$ cat src/rtl/button_debouncer.sv
// button_debouncer: conditions a raw mechanical push button into a clean
// debounced level, single-cycle press/release strobes and a press-toggled level.
// Optional long-press detector is built only when BUTTON_DEBOUNCER_LONG_PRESS_EN
// is defined; otherwise btn_long is tied low but the port remains.
module button_debouncer #(
  parameter int unsigned DEBOUNCE_CYCLES   = 32'd100000,
  parameter bit          ACTIVE_LOW        = 1'b0,
  parameter int unsigned LONG_PRESS_CYCLES = 32'd10000000
) (
  input  logic clk,
  input  logic rst_n,
  input  logic push_button,
  output logic btn_level,
  output logic btn_press,
  output logic btn_release,
  output logic btn_toggle,
  output logic btn_long
);

  localparam int unsigned CNT_W = $clog2(DEBOUNCE_CYCLES);
  localparam logic [CNT_W-1:0] CNT_ZERO = {CNT_W{1'b0}};
  localparam logic [CNT_W-1:0] CNT_ONE  = CNT_W'(1);
  localparam logic [CNT_W-1:0] CNT_MAX  = CNT_W'(DEBOUNCE_CYCLES - 32'd1);

  typedef enum logic [1:0] {
    ST_RELEASED    = 2'd0,
    ST_CHK_PRESS   = 2'd1,
    ST_PRESSED     = 2'd2,
    ST_CHK_RELEASE = 2'd3
  } state_e;

  logic             sync1_q, sync1_d;
  logic             sync2_q, sync2_d;
  logic             s;
  state_e           state_q, state_d;
  logic [CNT_W-1:0] cnt_q, cnt_d;
  logic             level_q, level_d;
  logic             press_q, press_d;
  logic             release_q, release_d;
  logic             toggle_q, toggle_d;

  // Polarity-normalised synchronized button: 1 means pressed.
  assign s = sync2_q ^ ACTIVE_LOW;

  // Two-stage synchronizer next values.
  always_comb begin
    sync1_d = push_button;
    sync2_d = sync1_q;
  end

  // Debounce FSM: a change must persist DEBOUNCE_CYCLES samples before it is accepted.
  always_comb begin
    state_d = state_q;
    cnt_d   = cnt_q;
    case (state_q)
      ST_RELEASED: begin
        if (s) begin
          state_d = ST_CHK_PRESS;
          cnt_d   = CNT_ONE;
        end else begin
          cnt_d   = CNT_ZERO;
        end
      end
      ST_CHK_PRESS: begin
        if (!s) begin
          state_d = ST_RELEASED;
          cnt_d   = CNT_ZERO;
        end else if (cnt_q == CNT_MAX) begin
          state_d = ST_PRESSED;
          cnt_d   = CNT_ZERO;
        end else begin
          cnt_d   = cnt_q + CNT_ONE;
        end
      end
      ST_PRESSED: begin
        if (!s) begin
          state_d = ST_CHK_RELEASE;
          cnt_d   = CNT_ONE;
        end else begin
          cnt_d   = CNT_ZERO;
        end
      end
      ST_CHK_RELEASE: begin
        if (s) begin
          state_d = ST_PRESSED;
          cnt_d   = CNT_ZERO;
        end else if (cnt_q == CNT_MAX) begin
          state_d = ST_RELEASED;
          cnt_d   = CNT_ZERO;
        end else begin
          cnt_d   = cnt_q + CNT_ONE;
        end
      end
      default: begin
        state_d = ST_RELEASED;
        cnt_d   = CNT_ZERO;
      end
    endcase
  end

  // Output next values derived from the upcoming state so they change on the accepting edge.
  always_comb begin
    level_d   = (state_d == ST_PRESSED) || (state_d == ST_CHK_RELEASE);
    press_d   = (state_q == ST_CHK_PRESS) && (state_d == ST_PRESSED);
    release_d = (state_q == ST_CHK_RELEASE) && (state_d == ST_RELEASED);
    toggle_d  = toggle_q ^ press_d;
  end

  // State, synchronizer and output registers with synchronous active-low reset.
  always_ff @(posedge clk) begin
    if (!rst_n) begin
      sync1_q   <= ACTIVE_LOW;
      sync2_q   <= ACTIVE_LOW;
      state_q   <= ST_RELEASED;
      cnt_q     <= CNT_ZERO;
      level_q   <= 1'b0;
      press_q   <= 1'b0;
      release_q <= 1'b0;
      toggle_q  <= 1'b0;
    end else begin
      sync1_q   <= sync1_d;
      sync2_q   <= sync2_d;
      state_q   <= state_d;
      cnt_q     <= cnt_d;
      level_q   <= level_d;
      press_q   <= press_d;
      release_q <= release_d;
      toggle_q  <= toggle_d;
    end
  end

  assign btn_level   = level_q;
  assign btn_press   = press_q;
  assign btn_release = release_q;
  assign btn_toggle  = toggle_q;

`ifdef BUTTON_DEBOUNCER_LONG_PRESS_EN
  localparam int unsigned HOLD_W = $clog2(LONG_PRESS_CYCLES + 32'd1);
  localparam logic [HOLD_W-1:0] HOLD_ZERO = {HOLD_W{1'b0}};
  localparam logic [HOLD_W-1:0] HOLD_ONE  = HOLD_W'(1);
  localparam logic [HOLD_W-1:0] HOLD_MAX  = HOLD_W'(LONG_PRESS_CYCLES);

  logic [HOLD_W-1:0] hold_q, hold_d;
  logic              long_q, long_d;

  // Saturating hold counter over the whole debounced press; a release bounce keeps the count.
  always_comb begin
    hold_d = hold_q;
    long_d = 1'b0;
    if (state_d == ST_RELEASED) begin
      hold_d = HOLD_ZERO;
    end else if (((state_q == ST_PRESSED) || (state_q == ST_CHK_RELEASE)) && (hold_q != HOLD_MAX)) begin
      hold_d = hold_q + HOLD_ONE;
      long_d = ((hold_q + HOLD_ONE) == HOLD_MAX);
    end else begin
      hold_d = hold_q;
    end
  end

  // Hold counter and long-press strobe registers.
  always_ff @(posedge clk) begin
    if (!rst_n) begin
      hold_q <= HOLD_ZERO;
      long_q <= 1'b0;
    end else begin
      hold_q <= hold_d;
      long_q <= long_d;
    end
  end

  assign btn_long = long_q;
`else
  // Long-press threshold is only meaningful with the detector built.
  logic [31:0] unused_long_cycles;
  assign unused_long_cycles = LONG_PRESS_CYCLES;
  assign btn_long = 1'b0;
`endif

endmodule
$ cat config.mk
export PLATFORM = sky130hd
export DESIGN_NAME = button_debouncer
export DESIGN_NICKNAME = d
export VERILOG_FILES = /design/src/rtl/button_debouncer.sv
export SDC_FILE = /design/constraint.sdc
export NUM_CORES = 1
export LEC_CHECK = 0
export CAP_MARGIN = 20
export CELL_PAD_IN_SITES_DETAIL_PLACEMENT = 1
export CELL_PAD_IN_SITES_GLOBAL_PLACEMENT = 2
export CORE_MARGIN = 2
export CORE_UTILIZATION = 40
export CTS_BUF_LIST = sky130_fd_sc_hd__clkbuf_8
export DETAILED_ROUTE_END_ITERATION = 12
export PLACE_DENSITY_LB_ADDON = 0.15
export SYNTH_ARGS = -nofsm -noshare
export SYNTH_HDL_FRONTEND = slang
export SYNTH_SLANG_ARGS = --single-unit
$ cat constraint.sdc
create_clock -name clk -period 3.4 [get_ports clk]
set_input_delay 0.51 -clock clk [delete_from_list [all_inputs] [get_ports clk]]
set_output_delay 0.51 -clock clk [all_outputs]
set_load 0.02 [all_outputs]
# Word level (Yosys, flattened, before mapping)
# Index checks and enable logic that the tools add are counted.
# word_totals
elab_cells,34
ff_bits,25
output_inout_bits,5
# op_classes
n_mux,13
eq_ne,6
reduce_logical,5
n_addsub,1
n_bitwise,1
# op_table
op,n
$pmux 17 s4,1
$mux 17,3
$add 17x1->17 const B,1
$eq 17x17->1 const B,1
$mux 2,6
$eq 2x2->1 const B,4
$pmux 2 s4,1
$logic_not 2->1,2
$eq 2x1->1 const B,1
$logic_and 1x1->1,2
$mux 1,2
$logic_or 1x1->1,1
$xor 1x1->1,1

# Depth between registers and ports, before layout
# Gate-level depths: netlist of the first run.
# logic_depth
word_depth,7
ltp_mapped,8
ltp_nobuf,5

# Least setup slack after synthesis of the first run
# Ideal clock, no wire load.
# synth_path
path_kind,register to register
startpoint,register cnt_q[0]
endpoint,register cnt_q[9]
synth_period_minus_slack_ns,1.687
setup_ns,0.064
n_path_buf,3
stages_incl_launch_ff,9
t_required_ns,3.336
setup_slack_ns,1.713
arrival_ns,1.623
cell_sequence,dfxtp_1 -> ha_1 -> and4_1 -> buf_6 -> nand4_2 -> or3b_1 -> buf_6 -> buf_8 -> nor2_1
# synth_via
elab_chain_cells,4
# synth_rtl
element,line,source
"start, declared",36,"logic [CNT_W-1:0] cnt_q, cnt_d;"
"start signal, assigned",124,cnt_q <= cnt_d;
$add 17x1->17 or $eq 17x17->1 (tied branches),-,
$mux 17 *,"68, 87",
"$mux 17, on equally long branches","84, 65",
$pmux 17 s4 *,55,case (state_q)
# Every way passes the cells marked *; elsewhere a longest branch is shown, timed or not.
# A chain may end at the register's enable or synchronous reset.

==> results of run 1 <==
-- through the flow --
step | setup slack [ns] | area [um^2] | cells | total power [mW]
5_1_grt | 1.204 | 1167 | 147 | 0.5582
3_5_place_dp | 1.117 | 1096 | 143 | 0.2977
3_3_place_gp | 1.176 | 1096 | 143 | 0.2973
6_report | 1.409 | 1167 | 147 | 0.5403
2_1_floorplan | 1.713 | 1044 | 111 | 0.2945
4_1_cts | 1.349 | 1167 | 147 | 0.5486
-- metal layers --
layer	GRT usage (%)	vias to the layer above	share of wire (%)
li1	-	395	-
met1	19.54	374	50
met2	24.80	6	46
met3	3.226	5	2.2
met4	8.537	0	2.0
met5	0	-	0
-- kinds of logic (layout without fill, tap and decap cells) --
| group | after synthesis | after routing | share of synthesized area [%] |
|---|---|---|---|
| simple gates | 56 | 56 | 29.98 |
| flops | 24 | 24 | 46.04 |
| xor+xnor | 12 | 12 | 10.07 |
| compound gates | 10 | 10 | 6.356 |
| buf+inv | 6 | 12 | 5.036 |
| fa+ha+maj | 1 | 1 | 1.199 |
| other cells | 1 | 1 | 0.3594 |
| mux | 1 | 1 | 0.9593 |
-- final cells by class --
type	count	share of cell area (%)
tap	30	3.215
clock inverter	1	2.572
clock buffer	3	3.537
timing repair buffer	6	5.145
sequential	24	41.16
multi-input combinational	81	43.73
inverter	2	0.6431
-- report_power, final --
part / internal [mW] / switching, mW / total (mW)
combinational: 0.00341 / 0.00397 / 0.00738
clock: 0.157 / 0.0920 / 0.249
sequential: 0.283 / 0.000992 / 0.284
total: 0.443 / 0.0970 / 0.540
-- cell usage after synthesis (all sizes together) --
| cell | count | area (um^2) |
|---|---|---|
| and3 | 2 | 12.51 |
| nand3b | 1 | 7.510 |
| nand3 | 7 | 35.03 |
| a21bo | 1 | 10.01 |
| mux2i | 1 | 10.01 |
| nor4bb | 1 | 10.01 |
| dfxtp | 24 | 480.5 |
| and4 | 3 | 26.28 |
| o211ai | 1 | 7.510 |
| nand2 | 7 | 26.28 |
| ha | 1 | 12.51 |
| nand4 | 5 | 37.53 |
| nor4b | 1 | 8.760 |
| a211oi | 1 | 7.510 |
| and2 | 2 | 12.51 |
| and4bb | 1 | 12.51 |
| a21oi | 3 | 15.01 |
| nor4 | 1 | 6.260 |
| nor2b | 2 | 12.51 |
| o21ai | 2 | 10.01 |
| o41ai | 1 | 8.760 |
| conb | 1 | 3.750 |
| xor2 | 6 | 52.55 |
| inv | 2 | 7.510 |
| or3b | 2 | 17.52 |
| or3 | 1 | 6.260 |
| nor2 | 16 | 60.06 |
| buf | 4 | 45.04 |
| nor3 | 3 | 15.01 |
| xnor2 | 6 | 52.55 |
| o31ai | 1 | 7.510 |
| nand2b | 1 | 6.260 |
-- registers in the layout, summed over array words and instances, names as in the netlist --
register     cells
btn_press        1
btn_release      1
btn_toggle       1
cnt_q           17
s                1
state_q          2
sync1_q          1
-- cell usage in the layout, fill, tap and decap left out, types with 2 or more instances in the layout --
| cell | n |
|---|---|
| a21oi_1 | 3 |
| and2_1 | 2 |
| and3_1 | 2 |
| and4_1 | 3 |
| clkbuf_8 | 3 |
| clkdlybuf4s50_1 | 6 |
| dfxtp_1 | 24 |
| inv_1 | 2 |
| nand2_1 | 7 |
| nand3_1 | 7 |
| nand4_1 | 4 |
| nor2_1 | 16 |
| nor2b_1 | 2 |
| nor3_1 | 3 |
| o21ai_0 | 2 |
| or3b_1 | 2 |
| xnor2_1 | 6 |
| xor2_1 | 6 |
-- worst max path at each step --
stage             start  cells after the start         to
2_1_floorplan  cnt_q[0]                      8   cnt_q[9]
6_report          rst_n                      4  cnt_q[13]
3_3_place_gp      rst_n                      4  cnt_q[13]
3_5_place_dp      rst_n                      4  cnt_q[13]
4_1_cts        cnt_q[0]                      5   cnt_q[4]
5_1_grt        cnt_q[0]                      5   cnt_q[4]
-- worst max-delay path, stage by stage --
cell             delay [ns]
clkdlybuf4s50_1        0.61
o21ai_0                0.21
or3b_1                 0.65
a21oi_1                0.21
==> results.md, run 1 <==
- Outcome: finished, final reports clean
- Gr ovfl total: 0
- Final core utilization: 47.12%
- Router iterations before antenna repair: 4
- Detailed Place HPWL: 1471 um
- CP Max Fanout: 16
- Latest clock arrival within the worst-skew pair: 0.27 ns
- Post-route DRC: 0
- Syn Inst Count: 111
- Seq. cell area: 480.5 um^2
- Ports: 8
- Seq cells post-synth: 24
- R2R Path Start: cnt_q[0]
- Critical path required time: 3.60 ns
- Area of the multi-input gates: 510.5 um^2
- Die Y-Extent: 55.08 um
- Hold WS: 0.4500 ns
- Critical hold path startpoint: sync1_q
- H-Tree Depth: 1
- Vias in the first global route: 756
- Reg clk slew, reported paths: 0.08 ns
- Mapped Nets: 115
- Critical path class: primary input to register
- Yosys Warn Count: 0
- Fin. max-slew vios: 0
- Starting density of the core: 42.12%
- Antenna violations before repair: 0
- Sequential element share of the synthesized area: 46.04%
- Initial drt markers: 7
- CP endpoint kind: register
- Synth Area per Inst: 9.401 um^2
- P&R area growth vs syn: 11.87%
- Hold-critical path endpoint: s
- Setup violations, final: 0
- CP Launch Type: primary input
- WP data arrival: 2.19 ns
- Distinct cells, synth: 35
- Clock Skews: 0.002653 ns
- Static Leakage: 0.3725 nW
- Final wirelength: 1937 um
- Routed length per placed instance: 13.18 um
- Largest net degree at the start of global routing: 17
- Detail Route Antenna Nets: 0
- Layout Nets: 122
- R2R cell count: 5
- Ant diodes: 0
- Pwr per Cell Area: 462.8 nW/um^2
- Setup Buffers After CTS: 0
- Rows: 18
- Fin crit share: 58.56%
- Clk root buf: clkbuf_8
- Max VDD drop: 0.2339 mV
- Vias/cell: 5.306
- Fmax: 0.5023 GHz
- # port buffers: 6
- Final Critical Period: 1.991 ns
- Sum Neg Setup Slack: 0 ns
- PostCTS Resize Cnt: 0
- GP Congestion: 0.7016
- GR Util All Layers: 15.56%
- Reg2Reg Setup Slack: 1.43 ns
- CTS Buffer Depth: 2
- WHS Path Cells: 1
- Fill count: 292
- First-pass GRT wire length: 3284 um
- CORE AREA: 2477 um^2
- Worst slew pin tran: 0.5676 ns
- Max-cap violations: 0
- Slew HR: 62.16%
- Mapped cell area: 1044 um^2
- Total CTS buffers: 3
- CTS tree: done
- RSZ-0062 raised after global routing: false
- Die width: 55.08 um
- Vias post-DR: 780
- Hold Crit Class: register to register
- Clock sinks: 24
- Share of cells above drive strength 1: 5.983%
- Hold_buf cts: 0
- R2R Path End: cnt_q[9]
- Die ar.: 3033 um^2
- Final hold vios: 0
Note: power is estimated with default switching activity, not from simulation.
==> inputs of run 2 (changes only) <==
CORE_UTILIZATION = 33   (was 40)
clock period = 1.7 ns   (was 3.4 ns; I/O delays follow)
==> run 2 against run 1 <==
Net effect: total power rose by 100%; sequential cell count unchanged; clock-buffer cell count did not move; register-to-register slack lost 1.3 ns; via count grew 5.0%; routed wire length up 16%; die area grew 20%; sequential power is 100% higher; global-route usage fell by 1.8 points; critical path type is now register to register; largest cell class unchanged; largest power group unchanged.
==> results.md, run 2 (synthesis gave the netlist of run 1 again) <==
- Outcome: finished, final reports clean
- CP Max Fanout: 5
- Final Critical Period: 1.569 ns
- PnR worst setup slack: 0.1308 ns
- Final hold vios: 0
- Static Leakage: 0.4322 nW
- Setup Buffers After CTS: 0
- CP Launch Type: register
- Most common cell after layout, fill and taps aside: dfxtp_1
- GP Congestion: 0.7506
- Detail Route Antenna Nets: 0
- Fin. max-slew vios: 0
- Commonest non-fill, non-tap cells in the layout: dfxtp_1, nor2_1, buf_4, nand2_1, nand3_1
- Router iterations before antenna repair: 3
- Ant diodes: 0
- Share of cells above drive strength 1: 14.84%
- Detailed Place HPWL: 1689 um
- Top sig layer: met4
- Post-route DRC: 0
- Ports: 8
- WP data arrival: 1.77 ns
- Pre-CTS setup slack: 0.08581 ns
- Pwr per Cell Area: 851.2 nW/um^2
- # port buffers: 6
- Fmax: 0.6373 GHz
- CORE AREA: 3028 um^2
- Vias post-DR: 819
- Antenna violations before repair: 0
- Layout Nets: 133
- Gr ovfl total: 0
- Die width: 60.23 um
- P&R area growth vs syn: 22.42%
- Die Y-Extent: 60.23 um
- Vias/cell: 4.762
- Reg with most FFs: cnt_q
- Routed length per placed instance: 13.05 um
- Die ar.: 3628 um^2
- CTS tree: done
- GR Util All Layers: 13.80%
- Latest clock arrival within the worst-skew pair: 0.26 ns
- CTS Buffer Depth: 2
- Clock Skews: 0.001830 ns
- RSZ-0062 raised after global routing: false
- Met2 Routed Length: 1091 um
- WL met1: 1104 um
- Number of flip-flops in the largest register: 17
- Largest regs: cnt_q: 17 flops, state_q: 2 flops
- Clk root buf: clkbuf_8
- Max VDD drop: 0.4724 mV
- Clock sinks: 24
- Initial drt markers: 9
- Largest net degree at the start of global routing: 17
- CP endpoint kind: register
- Total CTS buffers: 3
- First-pass GRT wire length: 3705 um
- Hold WS: 0.4459 ns
- H-Tree Depth: 1
- Critical path class: register to register
- Max-cap violations: 0
- Metal3 WL: 31 um
- PostCTS Resize Cnt: 0
- Final wirelength: 2244 um
- Rows: 20
- Hold_buf cts: 0
- Starting density of the core: 34.46%
- Sum Neg Setup Slack: 0 ns
- Reg clk slew, reported paths: 0.09 ns
- Hold Crit Class: register to register
- Fin crit share: 92.31%
- Setup violations, final: 0
- Critical path required time: 1.90 ns
- Vias in the first global route: 830
==> run 2: cell count changes in the layout (fill, tap and decap cells not counted), sizes merged <==
cell  before  now
buf        0   11
==> run 2: final cells by class <==
cell class	count	area [um^2]
timing repair buffer	17	146.4
multi-input combinational	81	516.7
fill	371	1750
tap	44	55.05
clock inverter	1	30.03
sequential	24	480.5
clock buffer	3	41.29
inverter	2	7.507
==> run 2: path summary, 6_finish.rpt <==
path | cells past startpoint | start | slack [ns] | endpoint
worst max register to register | 4 | cnt_q[15] | 0.13 | state_q[1]
worst min register to register | 1 | sync1_q | 0.45 | s
worst max-delay path | 4 | cnt_q[15] | 0.13 | state_q[1]
worst min-delay path | 1 | sync1_q | 0.45 | s
==> run 2: power breakdown <==
| part | internal, mW | switching [mW] |
|---|---|---|
| combinational | 0.00986 | 0.00880 |
| sequential | 0.565 | 0.00168 |
| clock | 0.315 | 0.187 |
| total | 0.890 | 0.198 |
==> run 2: layer usage <==
layer | vias to the layer above | GRT usage [%]
met2 | 2 | 21.74
met5 | - | 0
li1 | 419 | -
met1 | 396 | 18.77
met4 | 0 | 4.762
met3 | 2 | 2.597
==> run 2: worst max-delay path, cell delays in order (launching register included) <==
cell and delay, ns:
dfxtp_1 0.38, nor4bb_1 0.41, nand4_2 0.19, nor2_1 0.32, mux2i_1 0.21
==> run 2: stage by stage <==
step	util [%]	std cells	area [um^2]	power (mW)
6_report	42.19	172	1277	1.087
5_1_grt	42.19	172	1277	1.125
4_1_cts	41.86	172	1267	1.103
3_5_place_dp	39.50	168	1196	0.5988
3_3_place_gp	39.50	168	1196	0.5984
2_1_floorplan	-	111	1044	0.5890
